<file path="src/rtl/csr_pkg.sv">
// Shared CSR constants: addresses, mstatus bit positions, misa value
// and mcause codes for the trap generator.
package csr_pkg;

  localparam logic [11:0] CSR_MSTATUS   = 12'h300;
  localparam logic [11:0] CSR_MISA      = 12'h301;
  localparam logic [11:0] CSR_MTVEC     = 12'h305;
  localparam logic [11:0] CSR_MSCRATCH  = 12'h340;
  localparam logic [11:0] CSR_MEPC      = 12'h341;
  localparam logic [11:0] CSR_MCAUSE    = 12'h342;
  localparam logic [11:0] CSR_MTVAL     = 12'h343;
  localparam logic [11:0] CSR_MHARTID   = 12'hF14;
  localparam logic [11:0] CSR_MCYCLE    = 12'hB00;
  localparam logic [11:0] CSR_MINSTRET  = 12'hB02;
  localparam logic [11:0] CSR_MCYCLEH   = 12'hB80;
  localparam logic [11:0] CSR_MINSTRETH = 12'hB82;
  localparam logic [11:0] CSR_CYCLE     = 12'hC00;
  localparam logic [11:0] CSR_INSTRET   = 12'hC02;
  localparam logic [11:0] CSR_CYCLEH    = 12'hC80;
  localparam logic [11:0] CSR_INSTRETH  = 12'hC82;

  localparam int unsigned MSTATUS_MIE  = 3;
  localparam int unsigned MSTATUS_MPIE = 7;

  localparam logic [31:0] MISA_VALUE = 32'h4000_0100;

  localparam logic [31:0] CAUSE_INSN_MISALIGNED = 32'd0;
  localparam logic [31:0] CAUSE_ILLEGAL_INSN    = 32'd2;
  localparam logic [31:0] CAUSE_BREAKPOINT      = 32'd3;
  localparam logic [31:0] CAUSE_ECALL_M         = 32'd11;

endpackage

</file>
<file path="src/rtl/csr_regfile_counter64.sv">
// 64-bit counter; a write to either half suppresses the increment
// for the whole counter in that cycle.
module csr_counter64 (
  input  logic        clk,
  input  logic        rst,
  input  logic        inc_i,
  input  logic        we_lo_i,
  input  logic        we_hi_i,
  input  logic [31:0] wdata_i,
  output logic [63:0] cnt_o
);

  logic [63:0] cnt_q;
  logic [63:0] cnt_d;

  always_comb begin
    cnt_d = cnt_q;
    if (we_lo_i || we_hi_i) begin
      if (we_lo_i) cnt_d[31:0]  = wdata_i;
      if (we_hi_i) cnt_d[63:32] = wdata_i;
    end else if (inc_i) begin
      cnt_d = cnt_q + 64'd1;
    end
  end

  always_ff @(posedge clk or posedge rst) begin
    if (rst) cnt_q <= '0;
    else     cnt_q <= cnt_d;
  end

  assign cnt_o = cnt_q;

endmodule

</file>
<file path="src/rtl/csr_regfile.sv">
// Machine-mode CSR file with trap/mret updates.
// Define CSR_COUNTERS_EN to add the mcycle/minstret counters.
module csr_regfile
  import csr_pkg::*;
#(
  parameter logic [31:0] MTVEC_RESET = 32'h0000_0000,
  parameter int unsigned HART_ID     = 0
) (
  input  logic        clk,
  input  logic        rst,
  input  logic [11:0] csr_addr,
  output logic [31:0] csr_rdata,
  input  logic        csr_we,
  input  logic [31:0] csr_wdata,
  output logic        csr_illegal,
  input  logic        trap,
  input  logic [31:0] trap_pc,
  input  logic [31:0] trap_cause,
  input  logic [31:0] trap_val,
  input  logic        mret,
  input  logic        instret,
  output logic [31:0] mtvec_o,
  output logic [31:0] mepc_o,
  output logic        mie_o
);

  logic        mie_q, mie_d;
  logic        mpie_q, mpie_d;
  logic [31:0] mtvec_q, mtvec_d;
  logic [31:0] mscratch_q, mscratch_d;
  logic [31:0] mepc_q, mepc_d;
  logic [31:0] mcause_q, mcause_d;
  logic [31:0] mtval_q, mtval_d;

  logic impl;
  logic ro;
  logic wr_ok;

`ifdef CSR_COUNTERS_EN
  logic [63:0] mcycle;
  logic [63:0] minstret;

  csr_counter64 u_mcycle (
    .clk     (clk),
    .rst     (rst),
    .inc_i   (1'b1),
    .we_lo_i (wr_ok && csr_addr == CSR_MCYCLE),
    .we_hi_i (wr_ok && csr_addr == CSR_MCYCLEH),
    .wdata_i (csr_wdata),
    .cnt_o   (mcycle)
  );

  csr_counter64 u_minstret (
    .clk     (clk),
    .rst     (rst),
    .inc_i   (instret),
    .we_lo_i (wr_ok && csr_addr == CSR_MINSTRET),
    .we_hi_i (wr_ok && csr_addr == CSR_MINSTRETH),
    .wdata_i (csr_wdata),
    .cnt_o   (minstret)
  );
`else
  logic unused_instret;
  assign unused_instret = instret;
`endif

  always_comb begin
    csr_rdata = '0;
    impl      = 1'b1;
    ro        = 1'b0;
    unique case (csr_addr)
      CSR_MSTATUS: begin
        csr_rdata[12:11]        = 2'b11;
        csr_rdata[MSTATUS_MIE]  = mie_q;
        csr_rdata[MSTATUS_MPIE] = mpie_q;
      end
      CSR_MISA: begin
        csr_rdata = MISA_VALUE;
        ro        = 1'b1;
      end
      CSR_MHARTID: begin
        csr_rdata = 32'(HART_ID);
        ro        = 1'b1;
      end
      CSR_MTVEC:    csr_rdata = mtvec_q;
      CSR_MSCRATCH: csr_rdata = mscratch_q;
      CSR_MEPC:     csr_rdata = mepc_q;
      CSR_MCAUSE:   csr_rdata = mcause_q;
      CSR_MTVAL:    csr_rdata = mtval_q;
`ifdef CSR_COUNTERS_EN
      CSR_MCYCLE:    csr_rdata = mcycle[31:0];
      CSR_MCYCLEH:   csr_rdata = mcycle[63:32];
      CSR_MINSTRET:  csr_rdata = minstret[31:0];
      CSR_MINSTRETH: csr_rdata = minstret[63:32];
      CSR_CYCLE: begin
        csr_rdata = mcycle[31:0];
        ro        = 1'b1;
      end
      CSR_CYCLEH: begin
        csr_rdata = mcycle[63:32];
        ro        = 1'b1;
      end
      CSR_INSTRET: begin
        csr_rdata = minstret[31:0];
        ro        = 1'b1;
      end
      CSR_INSTRETH: begin
        csr_rdata = minstret[63:32];
        ro        = 1'b1;
      end
`endif
      default: impl = 1'b0;
    endcase
  end

  assign csr_illegal = !impl || (csr_we && ro);
  // trap and mret take the whole cycle; a coincident write is dropped
  assign wr_ok = csr_we && !csr_illegal && !trap && !mret;

  always_comb begin
    mie_d      = mie_q;
    mpie_d     = mpie_q;
    mtvec_d    = mtvec_q;
    mscratch_d = mscratch_q;
    mepc_d     = mepc_q;
    mcause_d   = mcause_q;
    mtval_d    = mtval_q;
    if (trap) begin
      mepc_d   = {trap_pc[31:2], 2'b00};
      mcause_d = trap_cause;
      mtval_d  = trap_val;
      mpie_d   = mie_q;
      mie_d    = 1'b0;
    end else if (mret) begin
      mie_d  = mpie_q;
      mpie_d = 1'b1;
    end else if (wr_ok) begin
      unique case (csr_addr)
        CSR_MSTATUS: begin
          mie_d  = csr_wdata[MSTATUS_MIE];
          mpie_d = csr_wdata[MSTATUS_MPIE];
        end
        CSR_MTVEC:    mtvec_d    = {csr_wdata[31:2], 2'b00};
        CSR_MSCRATCH: mscratch_d = csr_wdata;
        CSR_MEPC:     mepc_d     = {csr_wdata[31:2], 2'b00};
        CSR_MCAUSE:   mcause_d   = csr_wdata;
        CSR_MTVAL:    mtval_d    = csr_wdata;
        default: ;
      endcase
    end
  end

  always_ff @(posedge clk or posedge rst) begin
    if (rst) begin
      mie_q      <= 1'b0;
      mpie_q     <= 1'b0;
      mtvec_q    <= {MTVEC_RESET[31:2], 2'b00};
      mscratch_q <= '0;
      mepc_q     <= '0;
      mcause_q   <= '0;
      mtval_q    <= '0;
    end else begin
      mie_q      <= mie_d;
      mpie_q     <= mpie_d;
      mtvec_q    <= mtvec_d;
      mscratch_q <= mscratch_d;
      mepc_q     <= mepc_d;
      mcause_q   <= mcause_d;
      mtval_q    <= mtval_d;
    end
  end

  assign mtvec_o = mtvec_q;
  assign mepc_o  = mepc_q;
  assign mie_o   = mie_q;

endmodule

</file>
<file path="config.mk">
export PLATFORM = sky130hd
export DESIGN_NAME = csr_regfile
export DESIGN_NICKNAME = d
export VERILOG_FILES = /design/src/rtl/csr_pkg.sv /design/src/rtl/csr_regfile_counter64.sv /design/src/rtl/csr_regfile.sv
export SDC_FILE = /design/constraint.sdc
export NUM_CORES = 1
export LEC_CHECK = 0
export BUFFER_PORTS_ARGS = -buffer_cell sky130_fd_sc_hd__buf_2
export CORE_MARGIN = 10
export CORE_UTILIZATION = 45
export CTS_BUF_LIST = sky130_fd_sc_hd__clkbuf_8
export CTS_CLUSTER_DIAMETER = 100
export DETAILED_ROUTE_END_ITERATION = 12
export PLACE_DENSITY = 0.71
export SYNTH_ARGS = -nofsm -noshare
export SYNTH_HDL_FRONTEND = slang
export SYNTH_SLANG_ARGS = --single-unit
</file>
<file path="constraint.sdc">
create_clock -name clk -period 12.98 [get_ports clk]
set_input_delay 1.298 -clock clk [delete_from_list [all_inputs] [get_ports clk]]
set_output_delay 1.298 -clock clk [all_outputs]
set_load 0.02 [all_outputs]
</file>
Word-level counts from Yosys, hierarchy flattened
Index checks and enable logic that the tools add are counted.
Operators by class
  reduce and logical (&&, ||, !) cells: 23
  equality and inequality tests: 9
  div/mod/pow operators: 0
  bitwise gates (word level): 2
  muxes and demuxes: 29
  shift-type cells: 0
  $mul: 0
  $lt $le $gt $ge: 0
  $add $sub $neg: 0
Operator list (number)
  32-bit 2-to-1 mux: 12
  19-bit one-hot mux with 6 select lines: 1
  12-bit by 10-bit == test with 1-bit output (second input constant): 7
  3-bit one-hot mux with 5 select lines: 2
  3-bit one-hot mux with 6 select lines: 1
  12-bit == test (second input constant): 1
  1-bit one-hot mux with 6 select lines: 2
  2-bit one-hot mux with 6 select lines: 1
  1-bit 2-to-1 mux: 10
  3-bit AND reduction: 3
  4-bit AND reduction: 2
  2-bit nonzero test: 4
  8-bit OR reduction: 1
  3-bit nonzero test: 2
  1-bit logical AND: 4
  1-bit logical NOT: 4
  2-bit inequality test (second input constant): 1
  1-bit inverter: 2
  2-bit AND reduction: 1
  2-bit OR reduction: 1
  1-bit logical OR: 1
Storage, ports and cells
  latch bits: 0
  output and inout bits: 98
  ROM bits: 0
  bits in registers: 160
  input port bits: 146
  memory bits (writable): 0
  memories: 0
  word-level logic and storage cells: 70

Depth between registers and ports, before layout
  depth after elaboration: 12
  gate-level depth with buffers: 7
  gate-level depth less buffers: 4

Least setup slack after synthesis
No wires, ideal clock.
  path kind: in2out
  start point: input csr_addr[0]
  end point: output csr_rdata[11]
  arrival: 2885 ps
  slack: 8797 ps
  stages: 7
  buffers on the path: 3
  cell sequence: buf_2 -> buf_1 -> clkbuf_1 -> nand3_1 -> o21ai_0 -> a32oi_1 -> o21ai_0
Between the ends
  cells in the longest elaborated chain, start to end: 2
  elaborated cells on any way between the ends: 7
RTL lines
  from (decl): line csr_regfile.sv:11  | input logic [11:0] csr_addr,
  12-bit by 10-bit == test with 1-bit output: line csr_regfile.sv:71  | unique case (csr_addr)
  2-bit one-hot mux with 6 select lines (*): line csr_regfile.sv:71
  to (decl): line csr_regfile.sv:12  | output logic [31:0] csr_rdata,
Mark *: on every way between the ends. The rest lies on a longest branch, timed or not.

Final worst setup path
  start point: input csr_addr[2]
  end point: output csr_rdata[18]
Between the ends
  cells in the longest elaborated chain, start to end: 2
  elaborated cells on any way between the ends: 7
RTL lines (line)
  12-bit by 10-bit == test with 1-bit output: csr_regfile.sv:71
  19-bit one-hot mux with 6 select lines (*): csr_regfile.sv:71
Marked as above.

==> metrics.txt <==
status finished clean; drt first pass iters 5; Reg clk slew, reported paths approximately 0.080 ns; vias per cell 5.66; input/output buffers 236; Num CTS Buffers 17; final-report hold violation count 0; achievable frequency 187 MHz; count leader, synth dfrtp_1; simple-gate share of the synthesized area 8.00%; worst-path maximum fanout 16; Synth Area in XOR/XNOR 0%; fraction of layout cells with a size suffix above 1 between 30% and 40%; Setup CP Type in2out; final setup vio count 0; Period minus WS final 5.34 ns; chip width 156 µm; Critical Path Source Type input port; Final Non-Filler Cells 1180; global-route wire length before repair 39.1 mm; Hold Path Stages 1; CTS tree built; PnR worst setup slack 7.64 ns; htree depth 4; clock sinks 158; Die Span Y about 160 µm; nets 1082; post-synthesis cell type count between 40 and 50; filler cell count between 1500 and 2000; reg2reg setup slack 11.87 ns; kind of end point of the critical path primary output; synth cell count leaders 158 x dfrtp_1, 78 x nor2_1, 75 x mux2i_1; I/O pin cnt 244; vias 6682; DRC errors left 0; top_reg_cell synth dfrtp_1; area share of the largest cell type after synthesis 47.6%; Reg2Reg Capture Point mepc_o[31]$_DFFE_PP0P_; Max rail drop VDD 0.0848 mV; synthesized area 8300 µm²; Adder-Cell Fraction of Synth Area 0%; complex-gate fraction of the synthesized area between 10% and 20%; antenna viol nets, final 0; largest net degree at the start of global routing 92; Routability Congestion 0.791; Post-synth EDFFs 0; # rows 49; GR Overflow Total 0; root buf cell clkbuf_8; PD cells 112 nW/µm²; vias in the first global route 7052; Worst Hold Path EP mscratch_q[7]$_DFFE_PP0P_; setup TNS 0 ns; hold path startpoint mscratch_q[7]$_DFFE_PP0P_; Leakage Power 5.29 nW; RSZ-0062 raised after global routing false; core footprint 18100 µm²; CTS Buffer Depth 2; R2R depth 2; Die Area between 20000 and 25000 µm²; Slew HR 21.6%; Total GRT Usage 20.4%; fin crit share 41.2%; Ys Warns 0; Syn-to-layout area delta 20.9%; post_cts resized 0; Fin Hold WS 0.486 ns; initial core utilization 45.9%; FF-to-FF Start mepc_o[31]$_DFFE_PP0P_; Hold Crit Class reg2reg; cts hold-fix bufs 0; initial DRC count 293; mux cell area share after synthesis between 20 and 30%; Gate Count Post-Synth 726; post-synthesis sequential area ratio 47.6%; worst slack at placement about 7.7 ns; critical path required time 11.68 ns; Area contributors post-synth dfrtp_1 48%, mux2_2 9.8%, mux2i_1 9.0%; HPWL Detailed 16.9 mm; Worst-Skew Late Latency between 0.4 and 0.5 ns; placed cells between 1000 and 1500; skew final 0.0000247 ns; asr flop ratio synth 100%; max cap viols 0; initial antenna violation count 1; postcts setup bufs 0; DR WL/cell 21.3 µm; Synth Register Bits 158; final wirelength approximately 25 mm; main combinational cell family by area after synthesis multiplexers; crit path DAT roughly 4 ns; mean post-synth cell area 11.4 µm²; post-synth top area cell dfrtp_1; max-slew violations 0; Slew @ Worst Pin roughly 1.2 ns
## flip-flops by register name, summed over array words and instances, names as in the netlist
register / flops
mcause_q: 32
mpie_q: 1
mtvec_o: 30
mtval_q: 32
mie_o: 1
mscratch_q: 32
mepc_o: 30
## cell type report
type / count / area (µm²) / share of cell area, %
Antenna cell: 2 / 5.00 / 0.0499
Clock buffer: 19 / 262 / 2.60
Clock inverter: 13 / 210 / 2.09
Inverter: 5 / 26.3 / 0.262
Multi-Input combinational cell: 507 / 4030 / 40.2
Sequential cell: 158 / 3950 / 39.4
Tap cell: 229 / 287 / 2.85
Timing Repair Buffer: 247 / 1260 / 12.6
## stage by stage
| stage | util (%) | power [W] | cell area, µm² |
|---|---|---|---|
| floorplan | - | 0.000637 | 8320 |
| global placement | 52.9 | 0.000693 | 9560 |
| detailed placement | 52.9 | 0.000697 | 9560 |
| CTS | 55.5 | 0.00113 | 10000 |
| global route | 55.5 | 0.00117 | 10000 |
| finish | 55.5 | 0.00112 | 10000 |
## layout by cell type, fill, tap and decap left out, types with 3 or more instances in the layout
| master | count |
|---|---|
| buf_2 | 236 |
| dfrtp_1 | 158 |
| nor2_1 | 77 |
| mux2i_1 | 75 |
| mux2_2 | 72 |
| a21oi_1 | 71 |
| mux2_1 | 65 |
| a22oi_1 | 53 |
| o21ai_0 | 29 |
| clkbuf_8 | 19 |
| buf_4 | 11 |
| nor3_1 | 5 |
| nand3_1 | 5 |
| bufinv_16 | 5 |
| nand4_1 | 4 |
| nand2_1 | 4 |
| a2bb2oi_1 | 4 |
| conb_1 | 4 |
| nor4bb_1 | 3 |
| nand2b_1 | 3 |
| o21ai_1 | 3 |
| inv_1 | 3 |
| clkinv_2 | 3 |
## routing by layer
layer,wire length (µm),GRT usage (%),vias to the layer above
li1,-,-,3096
met1,10400,25.2,3324
met2,12300,33.5,241
met3,2120,7.06,21
met4,275,5.08,0
met5,0,0,-
## cells by family (layout without fill, tap and decap cells)
| kind of cell | after synthesis | after routing |
|---|---|---|
| AO/OA/AOI/OAI | 169 | 169 |
| AND/OR/NAND/NOR | 121 | 121 |
| other | 1 | 6 |
| multiplexers | 213 | 213 |
| buffers and inverters | 64 | 284 |
| flip-flops | 158 | 158 |
## how the worst max path moves through the flow
stage                            from                       to  slack [ns]  cells past startpoint
after global routing      csr_addr[2]            csr_rdata[18]        7.46                      7
final                     csr_addr[2]            csr_rdata[18]        7.64                      7
after floorplan                   rst  mcause_q[0]$_DFFE_PP0P_        7.42                      1
after global placement    csr_addr[2]            csr_rdata[18]        7.69                      7
after detailed placement  csr_addr[2]            csr_rdata[18]        7.68                      7
after CTS                 csr_addr[2]            csr_rdata[18]        7.66                      7
## report_power, final
group	switching (W)	internal, W	leakage (nW)
sequential	0.0000164	0.000519	1.95
combinational	0.0000841	0.0000660	3.10
clock	0.000194	0.000241	0.238
total	0.000295	0.000826	5.29
## critical path, cell delays in order
cell and delay (ns):
buf_2 0.18, nor3b_2 0.77, nor4b_4 0.91, buf_4 0.40
a22oi_1 0.10, o21ai_0 0.13, buf_2 0.23
No activity file was read; power rests on OpenSTA's default activity.
